===== src/rtl/tms_loader_pkg.sv =====
// Shared definitions for the TMS1x00 program loader: register map, CTRL bits, FSM states.
package tms_loader_pkg;

   localparam logic [1:0] REG_CTRL   = 2'd0;
   localparam logic [1:0] REG_ADDR   = 2'd1;
   localparam logic [1:0] REG_DATA   = 2'd2;
   localparam logic [1:0] REG_STATUS = 2'd3;

   localparam int CTRL_RUN     = 0;
   localparam int CTRL_AUTOINC = 1;
   localparam int CTRL_CLRSUM  = 2;

   typedef enum logic [2:0] {
      S_IDLE,
      S_WR,
      S_RD0,
      S_RD1,
      S_ACK
   } ld_state_t;

endpackage


===== src/rtl/tms_loader_csum.sv =====
// 16-bit wrapping byte accumulator over loaded program bytes; clear wins over add.
module tms_loader_csum (
   input  logic        clk,
   input  logic        rst,
   input  logic        clr,
   input  logic        add,
   input  logic [7:0]  data,
   output logic [15:0] sum
);

   always_ff @(posedge clk) begin
      if (rst || clr)
         sum <= '0;
      else if (add)
         sum <= sum + {8'h00, data};
   end

endmodule


===== src/rtl/tms_prog_loader.sv =====
// Wishbone loader for the TMS1x00 program ROM; hands the memory port to the CPU while RUN=1.
// Optional load checksum in STATUS[31:16] when TMS_LOADER_CHECKSUM_EN is defined.
module tms_prog_loader
   import tms_loader_pkg::*;
#(
   parameter logic [31:0] BASE_ADDR = 32'h3000_0000,
   parameter int          ROM_AW    = 11
) (
   input  logic              wb_clk_i,
   input  logic              wb_rst_i,
   input  logic              wbs_cyc_i,
   input  logic              wbs_stb_i,
   input  logic              wbs_we_i,
   input  logic [3:0]        wbs_sel_i,
   input  logic [31:0]       wbs_adr_i,
   input  logic [31:0]       wbs_dat_i,
   output logic              wbs_ack_o,
   output logic [31:0]       wbs_dat_o,
   input  logic [ROM_AW-1:0] cpu_pc_i,
   output logic              cpu_rst_o,
   output logic              mem_en_o,
   output logic              mem_we_o,
   output logic [ROM_AW-1:0] mem_addr_o,
   output logic [7:0]        mem_wdata_o,
   input  logic [7:0]        mem_rdata_i
);

   ld_state_t         state;
   logic              run, autoinc, abort;
   logic              ld_en, ld_we;
   logic [ROM_AW-1:0] addr, addr_nxt;
   logic [7:0]        wdata;
   logic [15:0]       csum;
   logic              live, hit, req;
   logic [1:0]        off;
   logic [31:0]       reg_rd;

   assign live     = wbs_cyc_i & wbs_stb_i;
   assign hit      = (wbs_adr_i[31:4] == BASE_ADDR[31:4]);
   assign req      = live & hit;
   assign off      = wbs_adr_i[3:2];
   assign addr_nxt = autoinc ? addr + ROM_AW'(1) : addr;

   // DATA only lands here with RUN=1, where reads return 0
   always_comb begin
      reg_rd = '0;
      case (off)
         REG_CTRL: begin
            reg_rd[CTRL_RUN]     = run;
            reg_rd[CTRL_AUTOINC] = autoinc;
            reg_rd[CTRL_CLRSUM]  = 1'b0;
         end
         REG_ADDR:   reg_rd[ROM_AW-1:0] = addr;
         REG_STATUS: begin
            reg_rd[0]     = run;
            reg_rd[31:16] = csum;
         end
         default:    reg_rd = '0;
      endcase
   end

   // CPU owns the read port whenever RUN is set
   assign mem_en_o    = run ? 1'b1     : ld_en;
   assign mem_we_o    = run ? 1'b0     : ld_we;
   assign mem_addr_o  = run ? cpu_pc_i : addr;
   assign mem_wdata_o = wdata;

   always_ff @(posedge wb_clk_i) begin
      if (wb_rst_i) begin
         state     <= S_IDLE;
         wbs_ack_o <= 1'b0;
         wbs_dat_o <= '0;
         cpu_rst_o <= 1'b1;
         run       <= 1'b0;
         autoinc   <= 1'b0;
         abort     <= 1'b0;
         addr      <= '0;
         ld_en     <= 1'b0;
         ld_we     <= 1'b0;
         wdata     <= '0;
      end else begin
         cpu_rst_o <= ~run;
         wbs_ack_o <= 1'b0;
         wbs_dat_o <= '0;
         case (state)
            S_IDLE: begin
               abort <= 1'b0;
               if (req) begin
                  if (off == REG_DATA && !run) begin
                     ld_en <= 1'b1;
                     ld_we <= wbs_we_i;
                     if (wbs_we_i) begin
                        wdata <= wbs_dat_i[7:0];
                        state <= S_WR;
                     end else begin
                        state <= S_RD0;
                     end
                  end else begin
                     state     <= S_ACK;
                     wbs_ack_o <= 1'b1;
                     if (wbs_we_i) begin
                        case (off)
                           REG_CTRL: begin
                              run     <= wbs_dat_i[CTRL_RUN];
                              autoinc <= wbs_dat_i[CTRL_AUTOINC];
                           end
                           REG_ADDR: addr <= wbs_dat_i[ROM_AW-1:0];
                           default: ;
                        endcase
                     end else begin
                        wbs_dat_o <= reg_rd;
                     end
                  end
               end
            end
            S_WR: begin
               ld_en <= 1'b0;
               ld_we <= 1'b0;
               if (live) begin
                  state     <= S_ACK;
                  wbs_ack_o <= 1'b1;
                  addr      <= addr_nxt;
               end else begin
                  state <= S_IDLE;
               end
            end
            S_RD0: begin
               ld_en <= 1'b0;
               abort <= ~live;
               state <= S_RD1;
            end
            S_RD1: begin
               // a dropped strobe anywhere in the read kills the ack and the increment
               if (live && !abort) begin
                  state     <= S_ACK;
                  wbs_ack_o <= 1'b1;
                  wbs_dat_o <= {24'h0, mem_rdata_i};
                  addr      <= addr_nxt;
               end else begin
                  state <= S_IDLE;
               end
            end
            default: state <= S_IDLE;
         endcase
      end
   end

`ifdef TMS_LOADER_CHECKSUM_EN
   logic csum_add, csum_clr;
   assign csum_add = (state == S_WR) && live;
   assign csum_clr = (state == S_IDLE) && req && wbs_we_i && (off == REG_CTRL)
                     && wbs_dat_i[CTRL_CLRSUM];

   tms_loader_csum u_csum (
      .clk  (wb_clk_i),
      .rst  (wb_rst_i),
      .clr  (csum_clr),
      .add  (csum_add),
      .data (wdata),
      .sum  (csum)
   );
`else
   assign csum = '0;
`endif

   logic unused;
   assign unused = &{1'b0, wbs_sel_i, wbs_adr_i[1:0], wbs_dat_i[31:ROM_AW]};

endmodule

===== config.mk =====
export PLATFORM = sky130hd
export DESIGN_NAME = tms_prog_loader
export DESIGN_NICKNAME = d
export VERILOG_FILES = /design/src/rtl/tms_loader_pkg.sv /design/src/rtl/tms_loader_csum.sv /design/src/rtl/tms_prog_loader.sv
export SDC_FILE = /design/constraint.sdc
export NUM_CORES = 1
export LEC_CHECK = 0
export CORE_ASPECT_RATIO = 1.4
export CORE_MARGIN = 8
export CORE_UTILIZATION = 55
export DETAILED_ROUTE_END_ITERATION = 10
export DONT_BUFFER_PORTS = 1
export GPL_TIMING_DRIVEN = 0
export PLACE_DENSITY = 0.7
export SYNTH_ARGS = -nofsm -noshare
export SYNTH_HDL_FRONTEND = slang
export SYNTH_HIERARCHICAL = 1
export SYNTH_SLANG_ARGS = --single-unit

===== constraint.sdc =====
create_clock -name wb_clk_i -period 4.4 [get_ports wb_clk_i]
set_input_delay 0.88 -clock wb_clk_i [delete_from_list [all_inputs] [get_ports wb_clk_i]]
set_output_delay 0.88 -clock wb_clk_i [all_outputs]
set_load 0.05 [all_outputs]

; ---- Yosys cells after proc, flatten, opt, wreduce, memory -nomap -nowiden
; Index checks and enable logic that the tools add are counted.
[op_classes]
shifts = 0
mux = 37
bitwise = 5
reduce_logical = 17
n_eq_ne = 14
mul = 0
div_mod_pow = 0
addsub = 1
magnitude_cmp = 0
[ops]
columns = operator, n
row1 = two-way mux 11 bit, 11
row2 = case mux 11 bit (3 select lines), 1
row3 = "== test 28 x 26 -> 1 bit, second input constant", 1
row4 = case mux 11 bit (2 select lines), 1
row5 = two-way mux 8 bit, 2
row6 = two-way mux 3 bit, 4
row7 = "inequality test 2 bit, second input constant", 6
row8 = case mux 3 bit (4 select lines), 1
row9 = "adder 11 x 1 -> 11 bit, second input constant", 1
row10 = two-way mux 1 bit, 10
row11 = case mux 1 bit (2 select lines), 4
row12 = AND reduction 7 bit, 1
row13 = "== test 3 x 2 -> 1 bit, second input constant", 2
row14 = AND reduction 3 bit, 2
row15 = nonzero test 2 bit, 3
row16 = AND reduction 5 bit, 1
row17 = "== test 2 bit, second input constant", 2
row18 = case mux 2 bit (2 select lines), 1
row19 = AND reduction 4 bit, 1
row20 = OR reduction 2 bit, 2
row21 = "== test 3 x 1 -> 1 bit, second input constant", 1
row22 = zero test 3 bit, 1
row23 = NOT 1 bit, 3
row24 = case mux 1 bit (3 select lines), 1
row25 = other kinds (8), 11
[totals]
input_bits = 92
output_inout_bits = 55
latchBits = 0
mem_bits_ro = 0
reg_bits = 61
memories = 0
ramBits = 0
wordCells = 85

; ---- Longest topological paths before layout
[logic_depth]
ltp_word = 7
mapped_depth = 9
depth_no_buf = 7

; ---- Worst setup path after synthesis
; No wires, ideal clock.
[synth_timing]
kind = input-to-reg
startpoint = input port wbs_adr_i[6]
endpoint = register wdata[0], in the netlist mem_wdata_o[0]
required_time_ns = 4.272
setup_slack_ns = 1.629
setup_time_ns = 0.128
n_path_buf = 1
path_stages = 6
t_arrival_ns = 2.643
cell_sequence = or4_1 -> or4_4 -> nor4b_1 -> buf_4 -> mux2i_1 -> nor2_1
[synth_via]
elab_chain_len = 3
[synth_rtl]
columns = item, line_no
row1 = "start, declared", tms_prog_loader.sv:15  ; input logic [31:0] wbs_adr_i,
row2 = == test 28 x 26 -> 1 bit, tms_prog_loader.sv:39  ; assign hit = (wbs_adr_i[31:4] == BASE_ADDR[31:4]);
row3 = bitwise AND 1 bit, tms_prog_loader.sv:40  ; assign req = live & hit;
row4 = AND reduction 4 bit (no line), -
row5 = "end signal, assigned", tms_prog_loader.sv:93  ; wdata <= wbs_dat_i[7:0];
row6 = "end, declared", tms_prog_loader.sv:32  ; logic [7:0] wdata;
; Every way passes these cells.
; A chain may end at the register's enable or synchronous reset.

; ---- Worst setup path after layout
[layout_timing]
startpoint = register run
endpoint = output port mem_addr_o[4]
[layout_via]
elab_chain_len = 1
[layout_rtl]
columns = item, line_no
row1 = "start, declared", tms_prog_loader.sv:29  ; logic run, autoinc, abort;
row2 = "start signal, assigned", tms_prog_loader.sv:104  ; run <= wbs_dat_i[CTRL_RUN];
row3 = two-way mux 11 bit, tms_prog_loader.sv:65  ; assign mem_addr_o = run ? cpu_pc_i : addr;
row4 = "end, declared", tms_prog_loader.sv:23  ; output logic [ROM_AW-1:0] mem_addr_o,
; Every way passes these cells.

==> out/metrics.cfg <==
[logic_synthesis]
yosys_warnings=6
synth-seq-area-share_pct=34.1
netlist_area_um2=2350
synth_edf_count=0
ys_async_sr_fraction_pct=0
synth_area_leader_cell=dfxtp_1
synth_ff_type=dfxtp_1
synth.top_cell.area_share_pct=34.1
yosysUniqueCellTypes=44
synth.avg_cell_area_um2=8.26
syn_inst=284
synth_area_leaders=dfxtp_1, buf_4, mux2_2
ys_seq_elements=40

[drt]
wl_mm=6.42
firstDrtPassIters=4
avgViaCountPerCell=5.88
route.detailed.drc=0
ant_nets=0
dr.first_iter.drc_count=121
dr_total_vias=2098
avgRoutedWirePerCell_um=18.0

[pwr]
leakage_nw=1.01
p_per_area_nw_per_um2=266
ir_worst_vdd_uv=216

[global_routing]
grt_remaining_overflow=0
grt_max_degree=14
antenna_found_initial=0
gr-usage-met3_pct=6.21
met1_usage_pct=20.7
met2_usage_pct=32.3
first_global_vias=2044
grt_usage_pct=18.4
grt_pass1_wl_mm=9.95
top_usage_layer=met2

[clock_tree]
cts_hold_buf=0
cts_tree=yes
cts_setup_buffers=0
clk_latency_ps=290
cts-root-buf=clkbuf_8
cts_sinks=40
clockBufferDepth=2
clk_pin_slew_ps=80
ctsResizeCount=0
numCtsBuffers=5
h-tree-depth=2

[worst_setup_path]
rr_startpoint=state[2]
path_delay_family=buffers and inverters
reg2reg_to=addr[5]
arrival_ps=2050
slowest_delay_ps=530
crit_chain=clkbuf_1 -> buf_1 -> mux2_2
cp-start-kind=register
cp_max_fo=10
path_class=reg -> out
ff2ff_setup_slack_ps=2140
critPathCaptureType=primary output
worst-path-buf-inv=2
r2r_cells=7
cp.depth=3
cp-endpoint=mem_addr_o[4]
crit_start=run
cp.required_ps=3520
crit_slowest_cell=mux2_2

[floorplan]
num_rows=28
initial_core_util_pct=56.3
core-area_um2=4170
die_area_um2=6640
ios=147
die_x_um=71.2
die_h_um=93.3

[place]
place_congestion=0.887
io_buffers=0
dp.cells=349
dp_hpwl_mm=5.10

[final_layout]
postLayoutCoreUtil_pct=61.6
antenna_cells=0
syn2layout_area_growth_pct=9.33
nets=409
drive_gt1_share_pct=16.0
final_cells=357

[sta]
fmax_ghz=0.341
tightest_slew_ps=1180
finalCritPeriodShare_pct=66.7
hold_viol_final=0
max-slew-margin-rel_pct=20.3
slew_viol_final=0
whs_ps=498
grt_setup_unrepaired=false
finalSetupViolations=0
finalClockSkew_ps=8.71
tns_ps=0
finalCriticalPeriod_ps=2930

[worst_hold_path]
hp-class=reg -> reg

[flow_run]
maxCapViolCount=0

[run_status]
status=completed

-- worst register-to-register path, cell delays in order (launching register included) --
cell,delay [ps]
dfxtp_1,300
clkbuf_1,200
nand2b_1,250
or3_1,390
or3_1,420
clkbuf_1,260
a21oi_1,220
o32ai_1,100
-- cells in the mapped netlist (2+ instances only) --
cell type and n:
dfxtp_1 40, inv_1 4, or4_1 3, a22oi_1 4, o21ai_0 4, clkbuf_1 15, ha_1 6, nand3_1 7
a21boi_0 2, a32oi_1 3, mux2i_1 10, mux2_2 12, or3_1 3, nor2b_1 2, a31oi_1 4, nand2_1 25
nor4_1 6, a21oi_1 26, nor2_1 28, nand2b_1 5, o211ai_1 3, nand4_1 7, and3_1 5, buf_4 22
nor3_1 5, buf_1 2, o32ai_1 10, nor3b_1 5
-- area by class of cell --
class,instances,area [um2]
flip-flops and latches,40,801
inverters,4,15.0
clock buffers,5,68.8
plain buffers,40,234
clock inverters,3,18.8
multi-input cells,220,1370
fillers,391,1600
well taps,45,56.3
-- through the flow --
step / power, mW / instance area (um2) / worst slack, ps
after floorplan: 0.444 / 2420 / 1630
after global placement: 0.449 / 2480 / 1400
after detailed placement: 0.450 / 2480 / 1410
after CTS: 0.685 / 2570 / 1420
after global routing: 0.708 / 2570 / 1310
final: 0.682 / 2570 / 1470
-- cells by family after synthesis --
group | synth area share [%]
compound gates | 16.5
xor+xnor | 0.373
fa+ha+maj | 3.20
buf+inv | 10.6
flops | 34.1
mux | 10.0
other cells | 0.160
simple gates | 25.1
-- routing by layer --
| metal | part of all wire [%] | routed length, um |
|---|---|---|
| met5 | 0 | 0 |
| met4 | 0.81 | 52 |
| met3 | 11 | 688 |
| met2 | 50 | 3240 |
| met1 | 38 | 2450 |
-- report_power, final --
group	internal [mW]	switching [mW]	leakage, nW	total (mW)
sequential	0.362	0.000000000139	0.322	0.362
clock	0.110	0.129	0.0479	0.239
combinational	0.0211	0.0597	0.639	0.0808
total	0.493	0.189	1.01	0.682
-- worst min-delay path by stage --
stage	start	end	slack (ps)	depth (start not counted)
2_1_floorplan	ld_en	ld_en	440	2
3_3_place_gp	ld_en	ld_en	470	2
3_5_place_dp	abort	abort	480	2
4_1_cts	abort	abort	490	2
5_1_grt	abort	abort	520	2
6_report	abort	abort	500	2
-- cells in the final DEF (no fill, tap or decap), drive strengths merged, types with 2 or more instances in the layout --
| master | synthesis | final |
|---|---|---|
| nand2b | 5 | 5 |
| inv | 4 | 4 |
| clkbuf | 15 | 20 |
| o32ai | 10 | 10 |
| nor2b | 2 | 2 |
| nor2 | 29 | 29 |
| nor4 | 7 | 7 |
| ha | 6 | 6 |
| a21oi | 26 | 26 |
| nand2 | 25 | 25 |
| nand4 | 7 | 7 |
| and3 | 5 | 5 |
| a31oi | 4 | 4 |
| mux2 | 12 | 12 |
| o211ai | 3 | 3 |
| buf | 25 | 25 |
| or4 | 4 | 4 |
| nor3b | 5 | 5 |
| mux2i | 10 | 10 |
| a22oi | 4 | 4 |
| nor3 | 5 | 5 |
| conb | 1 | 21 |
| a32oi | 3 | 3 |
| o21ai | 4 | 4 |
| a21boi | 2 | 2 |
| clkinv | 0 | 3 |
| nand3 | 7 | 7 |
| dfxtp | 40 | 40 |
| or3 | 3 | 3 |
-- state kept, by name, summed over array words and instances (netlist names), 3 cells and up --
register / count
state: 3
addr: 11
mem_wdata_o: 8
wbs_dat_o: 11
No activity file was read; power rests on OpenSTA's default activity.
